`src/rtl/rx_fifo_drain_arb.sv`:
```
// rx_fifo_drain_arb: round-robin burst drain of N_CH prefetch FIFOs onto one ready/valid stream
module rx_fifo_drain_arb #(
  parameter int N_CH      = 4,
  parameter int DATA_W    = 32,
  parameter int BURST_LEN = 16,
  parameter int GAP_TO    = 4
) (
  input  logic                     rd_clk,
  input  logic                     rd_rst,
  input  logic [N_CH-1:0]          ch_en,
  input  logic [N_CH-1:0]          ch_vld,
  input  logic [N_CH*DATA_W-1:0]   ch_data,
  output logic [N_CH-1:0]          ch_rd_en,
  output logic [DATA_W-1:0]        m_data,
  output logic                     m_vld,
  input  logic                     m_rdy,
  output logic [$clog2(N_CH)-1:0]  grant_id,
  output logic                     busy,
  output logic                     burst_end
);
  localparam int ID_W = $clog2(N_CH);
  localparam int BC_W = $clog2(BURST_LEN + 1);
  localparam int GC_W = $clog2(GAP_TO + 1);
  typedef enum logic {IDLE, XFER} state_t;
  state_t            state;
  logic [ID_W-1:0]   rr_ptr, pick, off, nxt;
  logic [ID_W:0]     sum;
  logic [BC_W-1:0]   beat_cnt;
  logic [GC_W-1:0]   gap_cnt;
  logic [N_CH-1:0]   req, rot;
  logic [2*N_CH-1:0] dbl;
  logic              sel_vld, beat, rel;
  assign busy     = state == XFER;
  assign sel_vld  = ch_vld[grant_id];
  assign m_vld    = busy & sel_vld;
  assign m_data   = m_vld ? ch_data[grant_id*DATA_W +: DATA_W] : '0;
  assign beat     = m_vld & m_rdy;
  assign ch_rd_en = beat ? (N_CH'(1) << grant_id) : '0;
  assign req      = ch_vld & ch_en;
  assign dbl      = {req, req} >> rr_ptr;
  assign rot      = dbl[N_CH-1:0];
  assign nxt      = grant_id == ID_W'(N_CH - 1) ? '0 : grant_id + 1'b1;
  assign rel      = busy && ((beat && beat_cnt == BC_W'(BURST_LEN - 1)) ||
                             (!sel_vld && gap_cnt == GC_W'(GAP_TO - 1)));
  // rotate requests so bit 0 is rr_ptr, take the lowest set bit, rotate back
  always_comb begin
    off = '0;
    for (int k = N_CH - 1; k >= 0; k--) if (rot[k]) off = ID_W'(k);
    sum  = {1'b0, rr_ptr} + {1'b0, off};
    pick = ID_W'(sum >= (ID_W+1)'(N_CH) ? sum - (ID_W+1)'(N_CH) : sum);
  end
  always_ff @(posedge rd_clk or posedge rd_rst) begin
    if (rd_rst) begin
      state     <= IDLE;
      rr_ptr    <= '0;
      grant_id  <= '0;
      beat_cnt  <= '0;
      gap_cnt   <= '0;
      burst_end <= 1'b0;
    end else begin
      burst_end <= rel;
      if (!busy) begin
        if (|req) begin
          state    <= XFER;
          grant_id <= pick;
          beat_cnt <= '0;
          gap_cnt  <= '0;
        end
      end else if (rel) begin
        state  <= IDLE;
        rr_ptr <= nxt;
      end else begin
        beat_cnt <= beat_cnt + BC_W'(beat);
        gap_cnt  <= sel_vld ? '0 : gap_cnt + 1'b1;
      end
    end
  end
endmodule
```
`config.mk`:
```
export PLATFORM = sky130hd
export DESIGN_NAME = rx_fifo_drain_arb
export DESIGN_NICKNAME = d
export VERILOG_FILES = /design/src/rtl/rx_fifo_drain_arb.sv
export SDC_FILE = /design/constraint.sdc
export NUM_CORES = 1
export LEC_CHECK = 0
export CORE_MARGIN = 1
export CORE_UTILIZATION = 32
export CTS_CLUSTER_DIAMETER = 80
export DETAILED_ROUTE_END_ITERATION = 12
export GPL_ROUTABILITY_DRIVEN = 0
export GPL_TIMING_DRIVEN = 1
export PLACE_DENSITY = 0.89
export SLEW_MARGIN = 20
export SYNTH_ARGS = -nofsm -noshare
export SYNTH_HDL_FRONTEND = slang
export SYNTH_SLANG_ARGS = --single-unit
```
`constraint.sdc`:
```
create_clock -name rd_clk -period 2.5 [get_ports rd_clk]
set_input_delay 0.25 -clock rd_clk [delete_from_list [all_inputs] [get_ports rd_clk]]
set_output_delay 0.25 -clock rd_clk [all_outputs]
set_load 0.01 [all_outputs]
```
-- Word-level counts from Yosys, hierarchy flattened
Cells that the tools add are included.
Widths: inputs -> output; s select.
- reduce and logical (&&, ||, !) cells: 10
- muxes and demuxes: 20
- eq/ne operators: 4
- add/subtract/negate cells: 5
- bitwise gates (word level): 4
- shift operators: 3
- $lt $le $gt $ge: 2
- operator list (cell ; number):
    $shiftx 128x8->32 ; 1
    $mux 32 ; 1
    $mux 5 ; 3
    $mux 2 ; 6
    $mux 3 ; 4
    $shr 8x2->4 ; 1
    $reduce_and 2->1 ; 3
    $add 5x1->5 ; 1
    $eq 5x4->1 const B ; 1
    $and 4x4->4 ; 1
    $mux 1 ; 4
    $mux 4 ; 1
    $reduce_or 4->1 ; 1
    $shl 1x2->4 const A ; 1
    $add 2x2->3 ; 1
    $add 3x1->3 const B ; 1
    $eq 3x2->1 const B ; 1
    $ge 3x3->1 const B ; 1
    $logic_and 1x1->1 ; 3
    $lt 2x3->1 const B ; 1
    $add 2x1->2 const B ; 1
    $and 1x1->1 ; 2
    $bmux 1 s2 ; 1
    $eq 2x2->1 const B ; 1
    other kinds (6) ; 6
- bits of input ports: 139
- register bits after elaboration: 14
- logic and storage cells: 54

-- Depth between registers and ports, before layout
- depth in word-level cells: 9
- mapped depth: 9
- gate-level depth less buffers: 8

-- Least setup slack after synthesis
OpenSTA, ideal clock, no wires.
- kind: flip-flop to flip-flop
- from: reg grant_id[0]
- to: reg beat_cnt[4]
- setup slack: 0.107 ns
- library setup time: 0.079 ns
- period minus slack after synthesis: 2.393 ns
- stages on the path, launching flop included: 10
- path buffers: 2
- arrival: 2.313 ns
- cells stage by stage: dfrtp_1 buf_6 mux4_2 clkbuf_1 and3_1 ha_1 ha_1 and4_1 nand2_1 mux2i_1
- word-level cells in the longest chain between the ends: 9
- elaborated cells between the ends (all ways): 14
- those cells by class: add/sub (1); eq/ne (1); mux (4); bitwise (2); reduce/logical (6)
- RTL lines (item ; RTL line ; text):
    start, declared ; 17 ; output logic [$clog2(N_CH)-1:0] grant_id,
    start signal, assigned ; 65 ; grant_id <= pick;
    $bmux 1 s2 * ; 34 ; assign sel_vld = ch_vld[grant_id];
    $mux 1 (not written as such) * ; 34 ;
    parallel branches: the longest is 7 deep, another holds $add 5x1->5 ; -- ;
    end signal, assigned ; 73 ; beat_cnt <= beat_cnt + BC_W'(beat);
    end, declared ; 28 ; logic [BC_W-1:0] beat_cnt;
Every way passes the cells marked *. The select of a mux whose other input is x is not followed.
A chain may end at the register's enable or synchronous reset.

-- Worst setup path in the final report
- from: reg grant_id[0]
- to: out m_data[23]
- word-level cells in the longest chain between the ends: 4
- elaborated cells between the ends (all ways): 5
- those cells by class: shift (1); mux (3); bitwise (1)
- RTL lines (item ; RTL line ; text):
    parallel branches: the longest is 3 deep, another holds $shiftx 128x8->32 ; -- ;
    $mux 32 * ; 36 ; assign m_data = m_vld ? ch_data[grant_id*DATA_W +: DATA_W] : '0;
    end, declared ; 14 ; output logic [DATA_W-1:0] m_data,
Marks and branches as above.

==> results.yml <==
outcome:
  status: "finished clean"
setup_path:
  crit_type: "register to output port"
  slowest_delay_ns: 0.53
  cp.arrival_ns: 2.17
  worst-r2r-setup-slack_ns: 0.33
  r2r_end: "beat_cnt[4]"
  slowest_stage: "mux4_2"
  path_cells: "buf_12 -> mux4_2 -> and3_1 -> clkdlybuf4s50_1"
  r2r_start: "grant_id[0]"
  worst-path-max-fanout: 24
  reg2regPathDepth: 7
  end_kind: "output port"
  critPathLaunchType: "register"
  cp.required_ns: 2.25
route:
  post_drt_wl_per_cell_um: 18.5
  final_antenna_net_count: 0
  viasPerCell: 5.33
  routed_wirelength_um: 7940
  dr_total_vias: 2294
  drc_errors: 0
  firstDrtPassIters: 6
  first_iter_violations: 96
layout:
  n_antenna_cell: 0
  syn_to_final_growth_pct: 98.8
  fin_util: 0.659
  fill_cells: 446
  num-nets-final: 504
  multi_input_area_mm2: 0.00149
  regArea_um2: 352
  drive_gt1_frac: 0.152
synthesis:
  synth_cell_types: 38
  synth_top_flop_cell: "dfrtp_1"
  avgSynthCellArea_um2: 10.9
  synth_area_leaders: "mux4_2 38%, dfrtp_1 18%, and3_1 11%, ha_1 5.7%, clkbuf_1 2.5%"
  syn_inst: 180
  synth_top_cell_by_area: "mux4_2"
  synth_edf_count: 0
  synthArstFlopShare: 1.00
  ys_seq_area_frac: 0.179
  syn_nets: 328
  synth_top_area_share: 0.379
  synth_seq_cells: 14
  syn-cell-area_mm2: 0.00196
  ys_warn_count: 0
clock_tree:
  h-tree-depth: 1
  cts_buffer_depth: 2
  holdBufCountCts: 0
  cts.clk_slew.worst_paths_ns: 0.05
  cts.sinks: 14
  cts-root-buf: "clkbuf_8"
  clk-insertion-delay-late_ns: 0.24
  cts_tree: "yes"
  cts_buffers: 3
floorplan:
  die_w_um: 80.3
  rows: 28
  core_area_mm2: 0.00592
  initial_core_util: 0.331
  dieArea_mm2: 0.00645
  ios: 180
  fp.dieH_um: 80.3
timing:
  hold_ws_ns: 0.354
  fin_setup_tns_ns: 0
  setup_viol: 0
  skew_ns: 0.00382
  fmax_mhz: 414
  slew_viol_final: 0
  finalCritPeriodShare: 0.967
  min_period_ns: 2.42
  slew_headroom: 0.635
  finalHoldViolCount: 0
  worstMarginPinSlew_ns: 0.547
  rsz0062_at_grt: "no"
global_routing:
  grt_pass1_vias: 2461
  grt_max_degree: 40
  globalRouteTotalUtil: 0.256
  grt_pass1_wl_um: 12500
  antenna_found_initial: 0
  grt_remaining_overflow: 0
power_and_ir_drop:
  peakVddDrop_mv: 0.915
  power-per-cell-area_mw_per_mm2: 831
  p_leak_nw: 1.60
  p_total_mw: 3.24
placed_design:
  hpwl_um: 6610
  io_buffers: 179
min_path:
  min_path_type: "input port to async pin"
run:
  maxCapViolations: 0
## metal layers
layer,up-vias,global-route usage,part of all wire
li1,1066,-,-
met1,1094,0.301,0.38
met2,116,0.468,0.52
met3,18,0.0443,0.075
met4,0,0.0821,0.025
met5,-,0,0
## repair_timing
item / 4_1_cts / 5_1_grt
endpoints found under the setup margin: 6 / 5
gates resized for setup: 0 / 1
buffers inserted: 2 / 0
## metrics by stage
stage	cell area, µm²	cells	setup WS, ns
finish	3900	430	0.0821
global route	3900	430	0.0102
CTS	3900	430	0.0298
detailed placement	3840	424	0.0344
global placement	3840	424	0.0955
floorplan	1960	180	0.107
## worst max-delay path, delay by kind of cell, from the launching register on
| family | cells | cell delay [ns] |
|---|---|---|
| buffers and inverters | 2 | 0.75 |
| AND/OR/NAND/NOR | 1 | 0.21 |
| multiplexers | 1 | 0.53 |
| flip-flops | 1 | 0.44 |
## worst max path at each step
| stage | to | start |
|---|---|---|
| after detailed placement | m_data[23] | ch_vld[2] |
| after global placement | m_data[23] | ch_vld[2] |
| after CTS | m_data[23] | ch_vld[2] |
| final | m_data[23] | grant_id[0] |
| after global routing | m_data[17] | grant_id[0] |
| after floorplan | beat_cnt[4] | grant_id[0] |
## cells in the final DEF, fill, tap and decap left out, types with 3 or more instances in the layout
master,Yosys,layout
and2_1,6,6
a22oi_1,3,3
clkbuf_8,0,3
mux4_2,33,33
clkdlybuf4s50_1,0,179
buf_4,0,8
dfrtp_1,14,13
and3_1,33,33
inv_1,9,9
ha_1,9,9
nand3_1,8,8
nand2_1,11,11
o21ai_1,3,3
## final cells by class
cell class	instances	share of cell area
inverter	9	0.00866
timing repair buffer	189	0.483
tap	75	0.0241
multi-input combinational	139	0.383
sequential	14	0.0902
clock buffer	4	0.0115
## power by group
part | internal, mW | switching, mW | total, mW | leakage, nW
clock network | 0.112 | 0.0709 | 0.183 | 0.0228
logic | 1.56 | 1.08 | 2.64 | 1.40
registers | 0.314 | 0.0991 | 0.413 | 0.178
## registers in the layout, indices dropped and copies added (netlist names)
register / cells
burst_end: 1
busy: 1
rr_ptr: 2
grant_id: 2
gap_cnt: 3
beat_cnt: 5
## Yosys cell counts, types with 2 or more instances
library cell,number
o21ai_1,3
and2_1,6
inv_1,9
mux2i_1,2
buf_2,2
o21ai_0,2
buf_6,2
and3_1,33
a21oi_1,2
ha_1,9
nand2_1,11
mux2_4,2
a31oi_1,2
nand4_1,2
clkbuf_1,13
nor3b_1,2
dfrtp_1,14
o31ai_1,2
a22oi_1,3
nand3_1,8
o31ai_2,2
mux4_2,33
## logic make-up after synthesis
kind of cell	after synthesis	synth area share
XOR/XNOR	1	0.00447
multiplexers	38	0.410
AO/OA/AOI/OAI	22	0.0823
AND/OR/NAND/NOR	69	0.207
buffers and inverters	27	0.0606
flip-flops	14	0.179
adder cells (fa/ha/maj)	9	0.0574
Power figures use the tool's default switching activity.
